[config.mk]
export PLATFORM = sky130hd
export DESIGN_NAME = hv_pwm_msg_sched
export DESIGN_NICKNAME = d
export VERILOG_FILES = /design/src/rtl/hv_pwm_sched_pkg.sv /design/src/rtl/hv_rr_arb.sv /design/src/rtl/hv_pwm_msg_sched.sv
export SDC_FILE = /design/constraint.sdc
export NUM_CORES = 1
export LEC_CHECK = 0
export CAP_MARGIN = 20
export CELL_PAD_IN_SITES_DETAIL_PLACEMENT = 0
export CELL_PAD_IN_SITES_GLOBAL_PLACEMENT = 1
export CORE_MARGIN = 3
export CORE_UTILIZATION = 42
export DETAILED_ROUTE_END_ITERATION = 7
export PLACE_DENSITY = 0.82
export SETUP_SLACK_MARGIN = 0.4
export SYNTH_ARGS = -nofsm -noshare
export SYNTH_HDL_FRONTEND = slang
export SYNTH_SLANG_ARGS = --single-unit
[constraint.sdc]
create_clock -name i_clk -period 3.9 [get_ports i_clk]
set_input_delay 0.975 -clock i_clk [delete_from_list [all_inputs] [get_ports i_clk]]
set_output_delay 0.975 -clock i_clk [all_outputs]
set_load 0.02 [all_outputs]
[src/rtl/hv_pwm_sched_pkg.sv]
// Shared types and timing defaults for the HV PWM return-channel scheduler.
// The LV-side decoder imports the same bit and gap timing.
package hv_pwm_sched_pkg;

   typedef enum logic [1:0] {
      IDLE = 2'd0,
      BIT  = 2'd1,
      GAP  = 2'd2
   } hv_pwm_sched_st_e;

   localparam int HV_PWM_BIT_CYC = 8;
   localparam int HV_PWM_GAP_CYC = 4;

endpackage

[src/rtl/hv_rr_arb.sv]
// Combinational round-robin arbiter: rotate the request vector so that the
// pointer sits at bit 0, pick the lowest set bit, then rotate the grant back.
module hv_rr_arb #(
   parameter int REQ_NUM = 3,
   parameter int PTR_W   = (REQ_NUM > 1) ? $clog2(REQ_NUM) : 1
) (
   input  logic [REQ_NUM-1:0] i_req,
   input  logic [PTR_W-1:0]   i_ptr,
   output logic [REQ_NUM-1:0] o_gnt
);

   logic [2*REQ_NUM-1:0] req_dbl;
   logic [2*REQ_NUM-1:0] gnt_dbl;
   logic [REQ_NUM-1:0]   req_rot;
   logic [REQ_NUM-1:0]   gnt_rot;

   // Rotate, find first, rotate back
   always_comb begin
      req_dbl = {i_req, i_req} >> i_ptr;
      req_rot = req_dbl[REQ_NUM-1:0];
      gnt_rot = '0;
      for (int i = REQ_NUM - 1; i >= 0; i--) begin
         if (req_rot[i]) begin
            gnt_rot    = '0;
            gnt_rot[i] = 1'b1;
         end
      end
      gnt_dbl = {gnt_rot, gnt_rot} << i_ptr;
      o_gnt   = gnt_dbl[2*REQ_NUM-1:REQ_NUM];
   end

endmodule

[src/rtl/hv_pwm_msg_sched.sv]
// Round-robin frame scheduler and bit serializer for the HV PWM return
// channel. Outside a frame the gate wave is passed through (registered).
module hv_pwm_msg_sched
   import hv_pwm_sched_pkg::*;
#(
   parameter int REQ_NUM   = 3,
   parameter int FRM_BIT_W = 4,
   parameter int LEN_W     = $clog2(FRM_BIT_W + 1),
   parameter int BIT_CYC   = HV_PWM_BIT_CYC,
   parameter int GAP_CYC   = HV_PWM_GAP_CYC
) (
   input  logic                         i_clk,
   input  logic                         i_rst_n,
   input  logic                         i_en,
   input  logic [REQ_NUM-1:0]           i_req,
   input  logic [REQ_NUM*FRM_BIT_W-1:0] i_req_data,
   input  logic [REQ_NUM*LEN_W-1:0]     i_req_len,
   output logic [REQ_NUM-1:0]           o_ack,
   input  logic                         i_pwm_gwave,
   output logic                         o_pwm_out,
   output logic                         o_busy
);

   localparam int PTR_W = (REQ_NUM > 1) ? $clog2(REQ_NUM) : 1;
   localparam int CYC_W = $clog2((BIT_CYC > GAP_CYC) ? BIT_CYC : GAP_CYC);

   hv_pwm_sched_st_e st_q, st_nxt;
   logic [PTR_W-1:0]     ptr_q, ptr_nxt;
   logic [CYC_W-1:0]     cyc_q, cyc_nxt;
   logic [LEN_W-1:0]     bit_q, bit_nxt;
   logic [LEN_W-1:0]     len_q, len_nxt;
   logic [FRM_BIT_W-1:0] data_q, data_nxt, data_sh;
   logic                 lock_q, lock_nxt;
   logic [REQ_NUM-1:0]   ack_nxt, gnt;
   logic                 out_nxt, grant_ok;
   logic [PTR_W-1:0]     w_idx;
   logic [FRM_BIT_W-1:0] sel_data;
   logic [LEN_W-1:0]     raw_len, sel_len;

   hv_rr_arb #(.REQ_NUM(REQ_NUM), .PTR_W(PTR_W)) u_arb (
      .i_req (i_req),
      .i_ptr (ptr_q),
      .o_gnt (gnt)
   );

   assign grant_ok = (st_q == IDLE) && i_en && (|i_req);

   // Winner's index, payload and length; over-long frames are clamped
   always_comb begin
      w_idx    = '0;
      sel_data = '0;
      raw_len  = '0;
      for (int k = 0; k < REQ_NUM; k++) begin
         if (gnt[k]) begin
            w_idx    = PTR_W'(k);
            sel_data = i_req_data[k*FRM_BIT_W +: FRM_BIT_W];
            raw_len  = i_req_len[k*LEN_W +: LEN_W];
         end
      end
      sel_len = (raw_len > LEN_W'(FRM_BIT_W)) ? LEN_W'(FRM_BIT_W) : raw_len;
   end

   // Next-state, counters, latches and next output level
   always_comb begin
      st_nxt   = st_q;
      ptr_nxt  = ptr_q;
      cyc_nxt  = cyc_q;
      bit_nxt  = bit_q;
      len_nxt  = len_q;
      data_nxt = data_q;
      lock_nxt = lock_q;
      ack_nxt  = '0;
      case (st_q)
         IDLE: begin
            if (grant_ok) begin
               data_nxt = sel_data;
               len_nxt  = sel_len;
               lock_nxt = i_pwm_gwave;
               bit_nxt  = '0;
               cyc_nxt  = '0;
               ack_nxt  = gnt;
               ptr_nxt  = (w_idx == PTR_W'(REQ_NUM - 1)) ? '0 : w_idx + PTR_W'(1);
               st_nxt   = (sel_len == '0) ? GAP : BIT;
            end
         end
         BIT: begin
            if (cyc_q == CYC_W'(BIT_CYC - 1)) begin
               cyc_nxt = '0;
               if (bit_q == len_q - LEN_W'(1)) st_nxt  = GAP;
               else                            bit_nxt = bit_q + LEN_W'(1);
            end else begin
               cyc_nxt = cyc_q + CYC_W'(1);
            end
         end
         GAP: begin
            if (cyc_q == CYC_W'(GAP_CYC - 1)) begin
               cyc_nxt = '0;
               st_nxt  = IDLE;
            end else begin
               cyc_nxt = cyc_q + CYC_W'(1);
            end
         end
         default: st_nxt = IDLE;
      endcase
      // A '1' bit inverts the locked gate level, a '0' bit repeats it
      data_sh = data_nxt >> bit_nxt;
      out_nxt = (st_nxt == BIT) ? (data_sh[0] ^ lock_nxt) : i_pwm_gwave;
   end

   // State and datapath registers
   always_ff @(posedge i_clk or negedge i_rst_n) begin
      if (!i_rst_n) begin
         st_q      <= IDLE;
         ptr_q     <= '0;
         cyc_q     <= '0;
         bit_q     <= '0;
         len_q     <= '0;
         data_q    <= '0;
         lock_q    <= 1'b0;
         o_ack     <= '0;
         o_pwm_out <= 1'b0;
      end else begin
         st_q      <= st_nxt;
         ptr_q     <= ptr_nxt;
         cyc_q     <= cyc_nxt;
         bit_q     <= bit_nxt;
         len_q     <= len_nxt;
         data_q    <= data_nxt;
         lock_q    <= lock_nxt;
         o_ack     <= ack_nxt;
         o_pwm_out <= out_nxt;
      end
   end

   assign o_busy = (st_q != IDLE);

   // Requesters must never ask for more bits than a frame holds
   a_len_legal: assert property (@(posedge i_clk) disable iff (!i_rst_n)
      grant_ok |-> (raw_len <= LEN_W'(FRM_BIT_W)));

endmodule

==> run summary <==
Placer Congestion -> 0.893
Max Cap Viol -> 0
drt initial violations -> 119
PnR worst setup slack -> 0.552 ns
Layout fillers -> 342
area share of the leading cell type in the synthesized netlist -> 31.4%
pin count of the biggest net entering global routing -> 23
RSZ-0062 raised after global routing -> no
post-CTS sizing -> 0
Max VDD drop -> 0.196 mV
worst clock skew -> 0.00295 ns
Root Driver -> clkbuf_8
crit path time final -> 3.35 ns
cts bufs inserted -> 3
Hold Path Stages -> 2
Mapped Cells -> 199
diode count -> 0
Worst Path Required -> 4.03 ns
PwrDens -> 571 mW/mm²
Die X -> 70.6 µm
Hold Crit Class -> reg -> reg
post-synthesis cell type count -> 59
# setup viols final -> 0
die area -> 0.00499 mm²
syn nets -> 238
# port buffers -> 32
register area share after synthesis -> 31.4%
Final nets -> 274
Worst-path clk slew -> 0.07 ns
CTS tree -> built
critical path capture point type -> register
Area Overhead vs Synth -> 25.1%
Final Non-Filler Cells -> 281
initial antenna violation count -> 0
FMAX -> 299 MHz
dominant cell type by area after synthesis -> dfrtp_1
ys async rst share -> 100%
Area contributors post-synth -> dfrtp_1 (31%), ha_1 (7.8%), nand2_1 (5.3%), nor2_1 (3.9%), a211oi_1 (3.4%)
setup bufs post-CTS -> 0
DP Worst Slack -> 0.341 ns
post-synthesis cell area -> 0.00175 mm²
synthesis-stage register bit count -> 22
Post-synth EDFFs -> 0
hold buffers post-CTS -> 0
Max FO, Critical Path -> 17
I/O Pins -> 33
worst skew pair latency -> 0.25 ns
status -> finished, final reports clean
Syn Area/Cell -> 8.81 µm²
vias per inst -> 5.75
Core Area -> 0.00385 mm²
site row count -> 22
DP Wirelength -> 3600 µm
CTS H-tree lvls -> 1
cell depth of the worst flop-to-flop path -> 9
vias in the first global route -> 1,663
vias -> 1,615
Placed Cells -> 277
Leakage -> 0.000953 µW
WL/cell -> 16.2 µm
Tcrit/Tclk final -> 85.8%
Fin. Hold Viols -> 0
relative slew slack -> 60.1%
die height -> 70.6 µm
Total Wirelength -> 4550 µm
top_reg_cell synth -> dfrtp_1
# DRC -> 0
first-pass GRT wire length -> 7960 µm
layout cells sized above 1 -> 9.44%
Critical Path AT -> 3.48 ns
grt total ovfl -> 0
critical path class -> in -> reg
Critical Path Source Type -> input pin
Final ANT Viol Nets -> 0
final slew viol count -> 0
actual slew at the worst max-slew pin -> 0.596 ns
TNS Setup -> 0 ns
Bufs on Longest Clock Path -> 2
drt pass-1 iters -> 5
Syn. warnings -> 0
overall routing resource usage -> 19.2%
clk sinks -> 22
Initial Util -> 45.5%
## per-stage QoR
stage	instance area, µm²	hold slack [ns]	power (µW)	util, %
final	2190	0.474	1250	56.9
after global routing	2190	0.497	1360	56.9
after CTS	2170	0.479	1250	56.2
after detailed placement	2130	0.462	1110	55.2
after global placement	2130	0.467	1100	55.2
after floorplan	1750	0.440	917	-
## power breakdown
group          switching (µW)  total (µW)  internal [µW]  leakage, µW
Clock                    67.0         136           68.7    0.0000216
Combinational             412         734            322     0.000645
Sequential               81.0         384            303     0.000287
Total                     560        1250            694     0.000953
## sequential cells by signal, summed over array words and instances, names as in the netlist
register	flops
lock_q	1
bit_q	3
o_pwm_out	1
st_q	2
len_q	3
ptr_q	2
cyc_q	3
data_q	4
o_ack	3
## area by class of cell
type	count	area (µm²)	area share (%)
clock buffer	3	41.3	1.88
inverter	14	52.6	2.39
multi-input combinational	155	1100	50.0
sequential	22	551	25.1
tap	48	60.1	2.74
timing repair buffer	39	393	17.9
## cells by family after synthesis
kind of cell	after synthesis	synth area share, %
buffers and inverters	22	6.06
flip-flops	22	31.4
multiplexers	2	1.43
AND/OR/NAND/NOR	73	20.0
AO/OA/AOI/OAI	62	29.0
adder cells (fa/ha/maj)	11	7.85
XOR/XNOR	7	4.28
## worst paths after layout
check / start / end / slack, ns
worst max register to register: st_q[1]$_DFF_PN0_ / o_pwm_out$_DFF_PN0_ / 1.03
worst max-delay path: i_req[0] / o_pwm_out$_DFF_PN0_ / 0.55
worst min register to register: data_q[1]$_DFF_PN0_ / data_q[1]$_DFF_PN0_ / 0.47
worst min-delay path: data_q[1]$_DFF_PN0_ / data_q[1]$_DFF_PN0_ / 0.47
max in group asynchronous: i_rst_n / len_q[0]$_DFFE_PN0P_ / 2.51
min in group asynchronous: i_rst_n / data_q[1]$_DFF_PN0_ / 0.99
## critical path, stage by stage
cell             delay, ns
clkdlybuf4s50_1       0.50
buf_4                 0.22
nor2_1                0.09
o31ai_4               0.44
nor2_1                0.08
o41ai_1               0.59
a32oi_1               0.16
a222oi_1              0.32
nand2_1               0.10
## cells in the mapped netlist (2+ instances only)
cell	number
nor2b_1	3
o2111ai_1	2
xor2_1	4
dfrtp_1	22
ha_1	11
nor2_1	18
nor3_1	5
inv_2	2
a21oi_1	7
a211oi_1	8
buf_4	3
inv_1	12
nand3_1	5
o211ai_1	4
buf_2	4
and2b_1	2
o21ai_0	5
o21a_1	2
and2_1	2
and3_1	2
o21ai_2	2
a21o_1	3
o41ai_1	3
o31ai_1	2
nand2b_1	2
xnor2_1	2
or2_1	2
a31o_1	2
o22ai_1	3
a41oi_1	2
nand2_1	25
## layer usage
layer  track usage, %  part of all wire [%]
met5                0                     0
met4             5.64                   1.2
met3             1.14                   4.4
met2             33.2                    50
met1             25.8                    45
## cells in the final DEF (no fill, tap or decap), drive strengths merged, types with 2 or more instances in the layout
master,n
inv,14
o31ai,4
o211ai,4
o41ai,3
a31o,3
a21o,3
o21a,2
nand2,25
nand3,5
dfrtp,22
xnor2,2
and2b,2
a211oi,9
nor3,5
clkdlybuf4s50,32
buf,7
o22ai,3
and2,2
xor2,4
nor2,18
clkbuf,3
and3,2
or2,3
o21ai,8
nor2b,3
a21oi,7
nand2b,2
a41oi,2
o2111ai,2
ha,11
Note: power is estimated with default switching activity, not from simulation.
